### src/rtl/regfile_mp_sb_pkg.sv
// Shared constants and helpers for the multi-port register file with bypass and busy scoreboard.
package regfile_pkg;

  localparam int DEF_DATA_W = 32;
  localparam int DEF_ADDR_W = 5;
  localparam int DEF_NUM_RD = 2;
  localparam int DEF_NUM_WR = 2;

  localparam logic [31:0] ZERO_ADDR = 32'd0;

  // A write (or alloc) takes effect unless it targets the hardwired-zero register.
  function automatic logic eff_write(input logic en, input logic [31:0] addr, input logic zero_reg);
    return en & ~(zero_reg & (addr == ZERO_ADDR));
  endfunction

endpackage

### src/rtl/regfile_mp_sb_if.sv
// Read, write and allocate bus of the register file; the decode stage drives it as master.
interface regfile_mp_sb_if #(
  parameter int DATA_W = 32,
  parameter int ADDR_W = 5,
  parameter int NUM_RD = 2,
  parameter int NUM_WR = 2
);

  logic [NUM_RD*ADDR_W-1:0] rd_addr;
  logic [NUM_RD*DATA_W-1:0] rd_data;
  logic [NUM_RD-1:0]        rd_busy;
  logic [NUM_WR-1:0]        wr_en;
  logic [NUM_WR*ADDR_W-1:0] wr_addr;
  logic [NUM_WR*DATA_W-1:0] wr_data;
  logic                     alloc_en;
  logic [ADDR_W-1:0]        alloc_addr;
  logic                     wr_conflict;

  modport master (
    output rd_addr, wr_en, wr_addr, wr_data, alloc_en, alloc_addr,
    input  rd_data, rd_busy, wr_conflict
  );

  modport slave (
    input  rd_addr, wr_en, wr_addr, wr_data, alloc_en, alloc_addr,
    output rd_data, rd_busy, wr_conflict
  );

endinterface

### src/rtl/regfile_mp_sb_bypass.sv
// One read port: picks the newest in-flight write over the array word and masks busy when bypassed.
module regfile_bypass_mux
  import regfile_pkg::*;
#(
  parameter int DATA_W   = DEF_DATA_W,
  parameter int ADDR_W   = DEF_ADDR_W,
  parameter int NUM_WR   = DEF_NUM_WR,
  parameter int ZERO_REG = 1
) (
  input  logic [ADDR_W-1:0]        rd_addr,
  input  logic [DATA_W-1:0]        arr_word,
  input  logic                     busy_bit,
  input  logic                     bypass_en,
  input  logic [NUM_WR-1:0]        wr_en,
  input  logic [NUM_WR*ADDR_W-1:0] wr_addr,
  input  logic [NUM_WR*DATA_W-1:0] wr_data,
  output logic [DATA_W-1:0]        rd_data,
  output logic                     rd_busy
);

  logic [NUM_WR-1:0] match_s;
  logic [DATA_W-1:0] data_s;
  logic              hit_s;
  logic              is_zero_s;

  // Priority scan: later (higher-index) write ports overwrite earlier matches.
  always_comb begin
    match_s = '0;
    data_s  = arr_word;
    hit_s   = 1'b0;
    for (int j = 0; j < NUM_WR; j++) begin
      match_s[j] = bypass_en
                 & eff_write(wr_en[j], 32'(wr_addr[j*ADDR_W +: ADDR_W]), ZERO_REG != 0)
                 & (wr_addr[j*ADDR_W +: ADDR_W] == rd_addr);
      data_s     = match_s[j] ? wr_data[j*DATA_W +: DATA_W] : data_s;
      hit_s      = hit_s | match_s[j];
    end
  end

  assign is_zero_s = (ZERO_REG != 0) && (rd_addr == '0);
  assign rd_data   = is_zero_s ? '0 : data_s;
  assign rd_busy   = ~is_zero_s & bypass_en & busy_bit & ~hit_s;

endmodule

### src/rtl/regfile_mp_sb.sv
// Multi-port register file with same-cycle write bypass and a per-register busy scoreboard.
module regfile_mp_sb
  import regfile_pkg::*;
#(
  parameter int DATA_W   = DEF_DATA_W,
  parameter int ADDR_W   = DEF_ADDR_W,
  parameter int NUM_RD   = DEF_NUM_RD,
  parameter int NUM_WR   = DEF_NUM_WR,
  parameter int ZERO_REG = 1
) (
  input logic           clk,
  input logic           reset,
  regfile_mp_sb_if.slave bus
);

  localparam int DEPTH = 2**ADDR_W;

  logic [DATA_W-1:0] mem_r [DEPTH];
  logic [DEPTH-1:0]  busy_r;
  logic              wr_conflict_r;

  logic [NUM_WR-1:0] eff_s;
  logic              alloc_eff_s;
  logic              conflict_s;
  logic [DEPTH-1:0]  wr_mask_s;
  logic [DEPTH-1:0]  alloc_mask_s;
  logic [DEPTH-1:0]  busy_next_s;

  for (genvar j = 0; j < NUM_WR; j++) begin : g_eff
    assign eff_s[j] = eff_write(bus.wr_en[j], 32'(bus.wr_addr[j*ADDR_W +: ADDR_W]), ZERO_REG != 0);
  end

  assign alloc_eff_s = eff_write(bus.alloc_en, 32'(bus.alloc_addr), ZERO_REG != 0);

  if (NUM_WR == 2) begin : g_conf
    assign conflict_s = eff_s[0] & eff_s[1]
                      & (bus.wr_addr[0 +: ADDR_W] == bus.wr_addr[ADDR_W +: ADDR_W]);
  end else begin : g_noconf
    assign conflict_s = 1'b0;
  end

  // Scoreboard update: writes retire producers, then a same-cycle alloc re-marks the register.
  always_comb begin
    wr_mask_s = '0;
    for (int j = 0; j < NUM_WR; j++) begin
      wr_mask_s = wr_mask_s | (eff_s[j] ? (DEPTH'(1'b1) << bus.wr_addr[j*ADDR_W +: ADDR_W]) : '0);
    end
    alloc_mask_s = alloc_eff_s ? (DEPTH'(1'b1) << bus.alloc_addr) : '0;
    busy_next_s  = (busy_r & ~wr_mask_s) | alloc_mask_s;
  end

  // Storage, scoreboard and conflict flag; ascending port order lets the highest port win.
  always_ff @(posedge clk) begin
    if (!reset) begin
      for (int k = 0; k < DEPTH; k++) begin
        mem_r[k] <= '0;
      end
      busy_r        <= '0;
      wr_conflict_r <= 1'b0;
    end else begin
      for (int j = 0; j < NUM_WR; j++) begin
        if (eff_s[j]) begin
          mem_r[bus.wr_addr[j*ADDR_W +: ADDR_W]] <= bus.wr_data[j*DATA_W +: DATA_W];
        end
      end
      busy_r        <= busy_next_s;
      wr_conflict_r <= conflict_s;
    end
  end

  assign bus.wr_conflict = wr_conflict_r;

  for (genvar i = 0; i < NUM_RD; i++) begin : g_rd
    logic [ADDR_W-1:0] addr_s;
    logic [DATA_W-1:0] data_s;
    logic              busy_s;

    assign addr_s = bus.rd_addr[i*ADDR_W +: ADDR_W];

    regfile_bypass_mux #(
      .DATA_W  (DATA_W),
      .ADDR_W  (ADDR_W),
      .NUM_WR  (NUM_WR),
      .ZERO_REG(ZERO_REG)
    ) u_mux (
      .rd_addr  (addr_s),
      .arr_word (mem_r[addr_s]),
      .busy_bit (busy_r[addr_s]),
      .bypass_en(reset),
      .wr_en    (bus.wr_en),
      .wr_addr  (bus.wr_addr),
      .wr_data  (bus.wr_data),
      .rd_data  (data_s),
      .rd_busy  (busy_s)
    );

    assign bus.rd_data[i*DATA_W +: DATA_W] = data_s;
    assign bus.rd_busy[i]                  = busy_s;
  end

endmodule

### src/flat_wrapper.sv
// flat-port wrapper written by rule: the top's interface ports become plain ports
module regfile_mp_sb_flat import regfile_pkg::*;
#(
  parameter int DATA_W   = DEF_DATA_W,
  parameter int ADDR_W   = DEF_ADDR_W,
  parameter int NUM_RD   = DEF_NUM_RD,
  parameter int NUM_WR   = DEF_NUM_WR,
  parameter int ZERO_REG = 1
)
  (clk, reset, bus_rd_addr, bus_wr_en, bus_wr_addr, bus_wr_data, bus_alloc_en, bus_alloc_addr, bus_rd_data, bus_rd_busy, bus_wr_conflict);
  regfile_mp_sb_if #(.DATA_W(DATA_W), .ADDR_W(ADDR_W), .NUM_RD(NUM_RD), .NUM_WR(NUM_WR)) bus_i ();
  input logic clk;
  input logic reset;
  input wire logic [$bits(bus_i.rd_addr)-1:0] bus_rd_addr;
  input wire logic [$bits(bus_i.wr_en)-1:0] bus_wr_en;
  input wire logic [$bits(bus_i.wr_addr)-1:0] bus_wr_addr;
  input wire logic [$bits(bus_i.wr_data)-1:0] bus_wr_data;
  input wire logic [$bits(bus_i.alloc_en)-1:0] bus_alloc_en;
  input wire logic [$bits(bus_i.alloc_addr)-1:0] bus_alloc_addr;
  output wire logic [$bits(bus_i.rd_data)-1:0] bus_rd_data;
  output wire logic [$bits(bus_i.rd_busy)-1:0] bus_rd_busy;
  output wire logic [$bits(bus_i.wr_conflict)-1:0] bus_wr_conflict;
  assign bus_i.rd_addr = bus_rd_addr;
  assign bus_i.wr_en = bus_wr_en;
  assign bus_i.wr_addr = bus_wr_addr;
  assign bus_i.wr_data = bus_wr_data;
  assign bus_i.alloc_en = bus_alloc_en;
  assign bus_i.alloc_addr = bus_alloc_addr;
  assign bus_rd_data = bus_i.rd_data;
  assign bus_rd_busy = bus_i.rd_busy;
  assign bus_wr_conflict = bus_i.wr_conflict;
  regfile_mp_sb #(.DATA_W(DATA_W), .ADDR_W(ADDR_W), .NUM_RD(NUM_RD), .NUM_WR(NUM_WR), .ZERO_REG(ZERO_REG)) u_core (.clk(clk), .reset(reset), .bus(bus_i));
endmodule
### config.mk
export PLATFORM = sky130hd
export DESIGN_NAME = regfile_mp_sb_flat
export DESIGN_NICKNAME = d
export VERILOG_FILES = /design/src/rtl/regfile_mp_sb_pkg.sv /design/src/rtl/regfile_mp_sb_if.sv /design/src/rtl/regfile_mp_sb_bypass.sv /design/src/rtl/regfile_mp_sb.sv /design/src/flat_wrapper.sv
export SDC_FILE = /design/constraint.sdc
export NUM_CORES = 2
export LEC_CHECK = 0
export CORE_ASPECT_RATIO = 0.6
export CORE_MARGIN = 2
export CORE_UTILIZATION = 35
export CTS_CLUSTER_DIAMETER = 120
export DETAILED_ROUTE_END_ITERATION = 8
export GPL_TIMING_DRIVEN = 0
export PLACE_DENSITY = 0.48
export RECOVER_POWER = 50
export SETUP_SLACK_MARGIN = 0.5
export SYNTH_ARGS = -nofsm -noshare
export SYNTH_HDL_FRONTEND = slang
export SYNTH_SLANG_ARGS = --single-unit
export TNS_END_PERCENT = 20
### constraint.sdc
create_clock -name clk -period 4.3 [get_ports clk]
set_input_delay 0.86 -clock clk [delete_from_list [all_inputs] [get_ports clk]]
set_output_delay 0.86 -clock clk [all_outputs]
set_load 0.02 [all_outputs]
# After elaboration in Yosys (flattened, before gate mapping)
# Memory sizes are Yosys's and may differ from the RTL's.
# Cells that the tools add are included.
[totals]
ff_bits = 33
latchBits = 0
mem_bits_rw = 1024
rom_bits = 0
in_bits = 94
memories = 1
[classes]
addsub = 0
multipliers = 0
div_mod_pow = 0
magnitude_cmp = 2
n_eq_ne = 5
n_shift = 3
muxes = 26
bitwise = 30
reduce_logical = 7
[mem_list]
columns = ["memory", "words", "word_bits", "read_ports", "rd_clocked_by_memory_dff", "wr", "line_no", "rtl"]
rows = [
  ["u_core.mem_r", 32, 32, 2, 0, 32, "regfile_mp_sb.sv:18", "logic [DATA_W-1:0] mem_r [DEPTH];"],
]
[op_table]
columns = ["operator", "count"]
rows = [
  ["32-bit two-way mux", 11],
  ["1-bit by 5-bit << shifter with 32-bit output (first input constant)", 3],
  ["32-bit bitwise OR", 2],
  ["32-bit OR reduction", 2],
  ["32-bit AND", 1],
  ["32-bit inverter", 1],
  ["5-bit == test", 5],
  ["5-bit zero test", 5],
  ["1-bit AND", 17],
  ["5-bit by 6-bit less-than comparator with 1-bit output (second input constant)", 2],
  ["1-bit two-way mux", 11],
  ["1-bit binary-select mux with 5-bit select", 2],
  ["5-bit two-way mux", 2],
  ["1-bit inverter", 7],
  ["1-bit bitwise OR", 2],
]

# Depth between registers and ports, before layout
[depth]
word_depth = 8
depth_mapped = 9

# Cells and area by module
# From an unflattened synthesis, not the netlist that was laid out.
[hier_totals]
cells_unflattened = 5514
hier_area_um2 = 63584.7
[by_module_without_submodules]
columns = ["module", "instances", "cells_per_inst", "area_each_um2"]
rows = [
  ["regfile_mp_sb", 1, 5172, 61773.0],
  ["regfile_bypass_mux", 2, 171, 905.9],
]

# Worst setup path before layout
# Ideal clock, no wire load.
[synth_timing]
path_type = "input-to-reg"
startpoint = "in bus_wr_addr[7]"
endpoint = "mem u_core.mem_r[18][0] (enable)"
arrival_ns = 4.005
required_time_ns = 3.832
path_slack_ns = -0.173
stages = 5
cell_sequence = "buf_2 -> nand2b_1 -> or2_2 -> clkbuf_1 -> o21ai_0"
[synth_rtl]
columns = ["item", "line_no", "rtl"]
rows = [
  ["start: declaration", "flat_wrapper.sv:16", "input wire logic [$bits(bus_i.wr_addr)-1:0] bus_wr_addr;"],
  ["end: declaration", "regfile_mp_sb.sv:18", ""],
]

==> flow_summary.toml <==
[outcome]
outcome = "finished, violations left"
failed_checks = "capacitance limit, slew limit, setup timing"

[floorplan]
coreArea_um2 = 175000
ios = 161
rows = 119
die-area_um2 = 179000
die_w_um = 545
dieHeight_um = 329
initial_core_util = 0.351

[synthesis]
synthTopCellsByCount = "1024 x edfxtp_1, 992 x a22o_1, 449 x mux4_2, 390 x clkbuf_1, 233 x o22ai_1"
ys_ff_latch = 1057
synth_edf_count = 1024
async_flop_share = 0
yosys_warnings = 0
synth.most_common_cell = "edfxtp_1"
synthSimpleGateAreaFrac = 0.0442
syn-mean-instance-area_um2 = 13.8
synthTopCellsByArea = "edfxtp_1 50%, mux4_2 16%, a22o_1 14%"
synth.distinct_cells = 63
syn-instance-count = 4454
synth_compound_area_frac = 0.188
syn_area_um2 = 61500
ys.flop_type = "edfxtp_1"
synth_top_area_frac = 0.500
synthAdderAreaFrac = 0
yosysTopAreaCell = "edfxtp_1"
synth_top_family_by_area = "multiplexers"
ys_seq_area_frac = 0.511
synth-xor-area-share = 0.00356
synth.area.mux_share = 0.203

[global_route]
grt_pass1_vias = 45600
antenna_found_initial = 26
grt_max_degree = 34
overflow = 0
grt.total_usage = 0.358
grt_pass1_wl_um = 426000

[place]
gp_routability_congestion = 1.09
portBuffers = 82
dpl.hpwl_um = 257000

[setup_path]
crit_start = "bus_wr_addr[7]"
reg2reg_from = "u_core.busy_r[9]"
ff2ff_setup_slack_ns = 3.20
endpoint = "u_core.mem_r[22][17]"
worstSetupEndpointType = "flip-flop"
worstPathMaxFanout = 25
rr_endpoint = "u_core.busy_r[9]"
critical_path_class = "primary input to flip-flop"
crit_required_ns = 4.75
worstSetupStartpointType = "primary input"
ff2ff_path_depth = 2
crit_arrival_ns = 4.75

[clock_network]
htree_levels = 3
path_clk_slew_ns = 0.07
cts-buffers-inserted = 112
cts_tree = "yes"
postCtsHoldBufs = 0
clkSinkCount = 1057
worstSkewPairLatency_ns = 0.79
clk_path_buf_depth = 3
cts_root_buf = "clkbuf_16"

[detailed_routing]
drc = 0
drt_iter0_drc = 9009
wl_um = 329000
post_drt_wl_per_cell_um = 45.2
viasPerCell = 6.93
via_count = 50300
antenna_left = 0
dr.pass1.iters = 6

[timing]
timing.final.setup_violations = 3
rsz0062_at_grt = "yes"
hold_viol_final = 0
setup_slack_ns = -0.00370
min_period_ns = 4.30
fin_crit_sh = 1.00
clock_skew_ns = 0
fmax_mhz = 232
hold_ws_ns = 0.427
slew_viol_final = 431
slew_headroom = -0.892
worst_pin_slew_ns = 2.81

[final_layout]
nFillCells = 16000
layout-drive-gt1-share = 0.320
fin_util = 0.428
final_nets = 4903
syn_to_final_growth_pct = 21.7

[hold_path]
worstHoldPathType = "primary input to flip-flop"

[job]
maxCapViolations = 29

[power]
p_leak_uw = 0.0250
peakVddDrop_mv = 0.334
powerDensity_nw_per_um2 = 376
[flip-flops by register name, summed over array words and instances (netlist names)]
name and flops:
u_core.bus.wr_conflict 1, u_core.busy_r 32, u_core.mem_r 1024
[worst min path at each step]
stage	startpoint	end	slack, ns	depth (start not counted)
finish	bus_wr_en[0]	u_core.bus.wr_conflict	0.43	3
global route	bus_wr_en[0]	u_core.bus.wr_conflict	0.45	3
CTS	bus_wr_en[0]	u_core.bus.wr_conflict	0.38	3
detailed placement	u_core.busy_r[31]	u_core.busy_r[31]	0.48	2
global placement	u_core.busy_r[0]	u_core.busy_r[0]	0.47	1
floorplan	u_core.busy_r[0]	u_core.busy_r[0]	0.45	1
[layout make-up]
class | count | area [um^2] | share of cell area
Timing Repair Buffer | 210 | 2370 | 0.0317
Buffer | 709 | 4600 | 0.0615
Sequential cell | 1057 | 31400 | 0.420
Clock buffer | 141 | 2960 | 0.0396
Tap cell | 2359 | 2950 | 0.0395
Clock inverter | 68 | 702 | 0.00938
Inverter | 23 | 86.3 | 0.00115
Multi-Input combinational cell | 2696 | 29700 | 0.397
Antenna cell | 7 | 17.5 | 0.000234
[metal layers]
| metal | part of all wire | wire [um] | GRT usage | up-vias |
|---|---|---|---|---|
| met4 | 0.024 | 8020 | 0.0692 | 30 |
| li1 | - | - | - | 19300 |
| met3 | 0.21 | 69500 | 0.261 | 467 |
| met5 | 0.0058 | 1890 | 0.0345 | - |
| met1 | 0.41 | 136000 | 0.518 | 26400 |
| met2 | 0.34 | 113000 | 0.411 | 4206 |
[power breakdown]
part | internal [uW] | total, uW | switching (uW)
Sequential | 11900 | 12300 | 393
Combinational | 1890 | 5550 | 3660
Clock | 5610 | 10300 | 4640
[critical path: stages]
cell	delay, ns
buf_4	0.17
buf_2	0.37
nand3b_1	0.67
o21ai_0	2.34
buf_12	0.28
[cell families after synthesis]
kind of cell	after synthesis
AO/OA/AOI/OAI	1435
flip-flops	1057
buffers and inverters	732
multiplexers	671
AND/OR/NAND/NOR	533
XOR/XNOR	25
other	1
[stage by stage]
step	power (uW)	setup TNS, ns	area (um^2)	instances	worst slack [ns]
after floorplan	14700	0	61600	4485	0.426
after global placement	17000	-1477.17	65400	6926	-2.79
after detailed placement	17100	-177.51	66500	6969	-2.80
after CTS	27600	0	74200	7228	0.202
after global routing	28500	0	74800	7266	0.142
final	28100	-0.00682	74800	7270	-0.00370
[cell usage in the layout (no fill, tap or decap), types with 65 or more instances in the layout]
cell / n
mux4_2: 449
clkbuf_1: 369
nand2_1: 100
buf_4: 114
buf_1: 65
mux2_2: 137
clkbuf_16: 127
o22ai_1: 145
edfxtp_1: 1024
nand3_1: 73
nor2_1: 104
buf_2: 124
a22o_1: 992
[what timing repair did]
item | CTS | global route
setup buffers | 39 | 28
gates resized for setup | 1141 | 201
endpoints found under the hold margin | 0 | 0
pin swaps | 109 | 66
cloned | 11 | 6
endpoints found under the setup margin | 96 | 66
Power figures use the tool's default switching activity.
